**config.mk**
```make
export PLATFORM = sky130hd
export DESIGN_NAME = muldiv_unit
export DESIGN_NICKNAME = d
export VERILOG_FILES = /design/src/rtl/muldiv_unit.sv
export SDC_FILE = /design/constraint.sdc
export NUM_CORES = 2
export LEC_CHECK = 0
export ABC_AREA = 1
export BUFFER_PORTS_ARGS = -buffer_cell sky130_fd_sc_hd__buf_2
export CAP_MARGIN = 10
export CORE_UTILIZATION = 35
export DETAILED_ROUTE_END_ITERATION = 16
export GPL_ROUTABILITY_DRIVEN = 0
export HOLD_SLACK_MARGIN = 0.03
export SYNTH_ARGS = -nofsm -noshare
export SYNTH_HDL_FRONTEND = slang
export SYNTH_SLANG_ARGS = --single-unit
```
**constraint.sdc**
```tcl
create_clock -name clk -period 13.4 [get_ports clk]
set_clock_uncertainty 0.1 [all_clocks]
set_input_delay 0.67 -clock clk [delete_from_list [all_inputs] [get_ports clk]]
set_output_delay 0.67 -clock clk [all_outputs]
set_load 0.03 [all_outputs]
```
**src/rtl/muldiv_unit.sv**
```systemverilog
// muldiv_unit: single-cycle MULT/MULTU and a 32-iteration restoring divider with a stall request
module muldiv_unit #(
    parameter int W = 32
) (
    input  logic           clk,
    input  logic           rst,
    input  logic           start_i,
    input  logic [1:0]     op_i,
    input  logic [W-1:0]   opdata1_i,
    input  logic [W-1:0]   opdata2_i,
    input  logic           annul_i,
    output logic           stallreq_o,
    output logic           busy_o,
    output logic           ready_o,
    output logic [2*W-1:0] result_o
);
    typedef enum logic [1:0] {IDLE, DIVON, DIVZERO, END} state_t;
    state_t         state;
    logic [2*W:0]   dvd;
    logic [W-1:0]   dvs;
    logic [5:0]     cnt;
    logic           neg_q, neg_r;
    logic           sdiv;
    logic [W-1:0]   a_abs, b_abs, q_fix, r_fix;
    logic [2*W-1:0] mul_a, mul_b, prod;
    logic [W:0]     diff;

    always_comb begin
        sdiv  = op_i == 2'b10;
        a_abs = (sdiv && opdata1_i[W-1]) ? -opdata1_i : opdata1_i;
        b_abs = (sdiv && opdata2_i[W-1]) ? -opdata2_i : opdata2_i;
        mul_a = op_i[0] ? {{W{1'b0}}, opdata1_i} : {{W{opdata1_i[W-1]}}, opdata1_i};
        mul_b = op_i[0] ? {{W{1'b0}}, opdata2_i} : {{W{opdata2_i[W-1]}}, opdata2_i};
        prod  = mul_a * mul_b;
        diff  = dvd[2*W:W] - {1'b0, dvs};
        q_fix = neg_q ? -dvd[W-1:0] : dvd[W-1:0];
        r_fix = neg_r ? -dvd[2*W:W+1] : dvd[2*W:W+1];
        busy_o     = state != IDLE;
        stallreq_o = (state == IDLE && start_i && !annul_i) || state == DIVON || state == DIVZERO;
    end

    always_ff @(posedge clk) begin
        if (rst) begin
            state    <= IDLE;
            cnt      <= '0;
            ready_o  <= 1'b0;
            result_o <= '0;
            dvd      <= '0;
            dvs      <= '0;
            neg_q    <= 1'b0;
            neg_r    <= 1'b0;
        end else begin
            case (state)
                IDLE: begin
                    ready_o <= 1'b0;
                    if (start_i && !op_i[1]) begin
                        result_o <= prod;
                        ready_o  <= 1'b1;
                        state    <= END;
                    end else if (start_i && opdata2_i == '0) begin
                        state <= DIVZERO;
                    end else if (start_i) begin
                        dvd   <= {{W{1'b0}}, a_abs, 1'b0};
                        dvs   <= b_abs;
                        neg_q <= sdiv && (opdata1_i[W-1] ^ opdata2_i[W-1]);
                        neg_r <= sdiv && opdata1_i[W-1];
                        cnt   <= '0;
                        state <= DIVON;
                    end
                end
                DIVON: begin
                    if (annul_i) begin
                        state <= IDLE;
                    end else if (cnt == 6'd32) begin
                        result_o <= {r_fix, q_fix};
                        ready_o  <= 1'b1;
                        state    <= END;
                    end else begin
                        dvd <= diff[W] ? dvd << 1 : {diff[W-1:0], dvd[W-1:0], 1'b1};
                        cnt <= cnt + 6'd1;
                    end
                end
                DIVZERO: begin
                    if (annul_i) begin
                        state <= IDLE;
                    end else begin
                        result_o <= '0;
                        ready_o  <= 1'b1;
                        state    <= END;
                    end
                end
                default: begin
                    ready_o <= 1'b0;
                    state   <= IDLE;
                end
            endcase
        end
    end
endmodule

```
==> metrics.md <==
| Metric | Value |
|---|---|
| Mapped cell area | 62500 µm² |
| Skew-Pair Late Insertion Delay | 0.46 ns |
| CP required | 13.59 ns |
| Vias in the first global route | 55600 |
| Share of layout cells above drive strength 1 | 0.0397 |
| Rel. slew slack | 0.237 |
| CTS Buffer Depth | 2 |
| Pins Over Slew Limit | 0 |
| CP Max Fanout | 34 |
| Placed cell count | 10400 |
| CTS clk-pin slew, worst paths | 0.08 ns |
| Most frequent cells in the layout | inv_1 (2519), nand2_1 (1780), fa_1 (1420) |
| H-tree depth | 4 |
| Worst Hold Class | flop to flop |
| Register area | 3440 µm² |
| Setup violators final | 0 |
| Number of synthesized flops with an enable pin | 0 |
| Hold Buf Count CTS | 0 |
| Initial antenna violation count | 9 |
| GRT Util Overall | 0.240 |
| Critical path endpoint | result_o[44]$_SDFFE_PP0P_ |
| Via count | 52300 |
| Worst Tran Pin Value | 1.14 ns |
| Detailed Route Iter0 Violations | 4455 |
| Crit Path Class | input pin to flop |
| Max_cap viols | 0 |
| Syn Nets | 10100 |
| I/O Buffers | 136 |
| Cells after Synth | 8229 |
| Post-CTS setup buffer count | 0 |
| Worst setup SP type | input pin |
| Num ports | 137 |
| Root Driver | clkbuf_16 |
| Syn Area/Cell | 7.60 µm² |
| First-pass GRT wire length | 330000 µm |
| Pre-Repair DR Iteration Count | 8 |
| PnR worst setup slack | 2.87 ns |
| Reg-to-Reg Start | state[1]$_SDFFE_PP0P_ |
| Vias/cell | 5.00 |
| Reg2reg setup slack | 9.32 ns |
| Tcrit/Tclk final | 0.786 |
| Part of the Yosys area used for sequential elements | 0.0551 |
| Pre-CTS WS | 2.60 ns |
| Num rows | 154 |
| DRT Wirelength | 212000 µm |
| Gr ovfl total | 0 |
| Die height | 425 µm |
| Worst Reg2Reg Path Length in Cells | 13 |
| Synthesis-to-finish area growth | 5.57% |
| Min Clock Period, post-route | 10.53 ns |
| Core area | 177000 µm² |
| Run status | finished clean |
| Die W | 425 µm |
| FILL cells | 18400 |
| Origin of the worst setup path | opdata1_i[31] |
| Die ar. | 180000 µm² |
| Post-synth top flop | dfxtp_1 |
| Largest net degree at the start of global routing | 87 |
| Setup TNS | 0 ns |
| Starting Density | 0.354 |
| CP Capture Type | flop |
| Yosys top cell area share | 0.455 |
| Area of the multi-input gates | 48100 µm² |
| DPL Wire Length | 178000 µm |
| Number of CTS-inserted buffers | 17 |
| Main area contributors after synthesis | fa_1 (45%), inv_1 (15%), nand2_1 (11%) |
| Post_cts resized | 0 |
| FFs w/ async S/R, synth | 0 |
| Wire per inst | 20.2 µm |
| FF-to-FF End | result_o[10]$_SDFFE_PP0P_ |
| Post-synth top area cell | fa_1 |
| Fin. Hold Viols | 0 |
| Final ANT Viol Nets | 0 |
| Final Non-Filler Cells | 10500 |
| CTS tree | done |
| CTS Sinks | 172 |
| Crit path DAT | 10.72 ns |
| DR DRC count | 0 |
| Max Clock Freq | 95.0 MHz |
| Nets | 9959 |
| RSZ-0062 raised after global routing | false |
| Most common cell after layout, fill and taps aside | inv_1 |
| Synth Warn # | 0 |
| Netlist cell types | 58 |
| FF+latch count, synth | 172 |
[cell type report]
cell class | instances | area share
inverter | 2532 | 0.144
clock inverter | 13 | 0.00339
clock buffer | 18 | 0.00665
multi-input combinational | 5173 | 0.729
tap | 2340 | 0.0443
sequential | 172 | 0.0522
timing repair buffer | 221 | 0.0200
antenna | 7 | 0.000265
[kinds of logic after synthesis]
family,Yosys count,synth area share
buf+inv,2884,0.175
compound gates,763,0.0665
fa+ha+maj,1772,0.525
simple gates,2539,0.164
xor+xnor,99,0.0139
flops,172,0.0551
[state kept, by name, indices dropped and copies added (netlist names)]
| name | count |
|---|---|
| neg_q | 1 |
| result_o | 64 |
| ready_o | 1 |
| dvd | 65 |
| state | 2 |
| cnt | 6 |
| dvs | 32 |
| neg_r | 1 |
[cells in the mapped netlist, types with 2 or more instances]
master,instances
xnor2_1,44
buf_6,6
nand3_2,4
nor2_1,369
o21bai_1,16
or2_2,27
o21ai_0,275
a31oi_1,56
a21oi_1,330
xor2_1,55
nand2_2,3
o21ai_1,9
inv_1,2521
nor2_2,4
o21a_1,15
buf_2,55
o221ai_1,5
and2_1,2
nor3_2,5
buf_4,2
nor3_4,4
nor3_1,43
ha_1,352
nor4_1,18
a21boi_0,7
clkinv_1,2
buf_1,82
fa_1,1420
o211ai_1,14
or2_1,3
inv_2,9
o2111ai_1,4
clkbuf_1,206
a21o_1,12
nand3b_1,15
dfxtp_1,172
nand3_1,224
and3_1,3
nand2_1,1781
nand4_1,29
o31ai_1,5
o21ai_2,5
[worst max-delay path, stage by stage]
cell     delay (ns)
buf_2          0.08
buf_4          0.47
inv_1          0.15
nor2_2         0.45
nand2_1        0.21
fa_1           0.69
inv_1          0.14
fa_1           0.54
fa_1           0.87
inv_1          0.30
fa_1           0.55
inv_1          0.08
fa_1           0.55
fa_1           0.45
fa_1           0.50
fa_1           0.50
fa_1           0.49
inv_1          0.05
fa_1           0.50
inv_1          0.05
ha_1           0.36
a21oi_1        0.23
o21a_1         0.19
o21ai_0        0.23
a21oi_1        0.20
nand3_1        0.25
o21ai_0        0.78
a31oi_1        0.18
[routing by layer]
metal  GRT usage  vias up  part of all wire
met5           0        -           0.00039
met4       0.130        6             0.066
met3      0.0266      597             0.059
met2       0.422     2022              0.49
met1       0.285    26400              0.38
li1            -    23300                 -
[stage by stage]
| step | utilization | instance area (µm²) | hold WS, ns |
|---|---|---|---|
| floorplan | - | 62500 | 0.330 |
| global placement | 0.369 | 65300 | 0.362 |
| detailed placement | 0.369 | 65300 | 0.362 |
| global route | 0.373 | 66000 | 0.397 |
| CTS | 0.373 | 66000 | 0.374 |
| finish | 0.373 | 66000 | 0.372 |
[worst min path at each step]
stage / slack [ns] / depth (start not counted) / to / startpoint
after global routing: 0.40 / 2 / dvs[2]$_SDFFE_PP0P_ / dvs[2]$_SDFFE_PP0P_
after global placement: 0.36 / 2 / dvd[32]$_SDFFE_PP0P_ / dvd[32]$_SDFFE_PP0P_
after detailed placement: 0.36 / 2 / dvd[32]$_SDFFE_PP0P_ / dvd[32]$_SDFFE_PP0P_
final: 0.37 / 2 / dvs[2]$_SDFFE_PP0P_ / dvs[2]$_SDFFE_PP0P_
after CTS: 0.37 / 2 / dvd[32]$_SDFFE_PP0P_ / dvd[32]$_SDFFE_PP0P_
after floorplan: 0.33 / 2 / dvs[15]$_SDFFE_PP0P_ / dvs[15]$_SDFFE_PP0P_
Power is left out: the tool's default activity adds up to more than one toggle a clock period on the data nets, which glitch-free logic cannot reach.
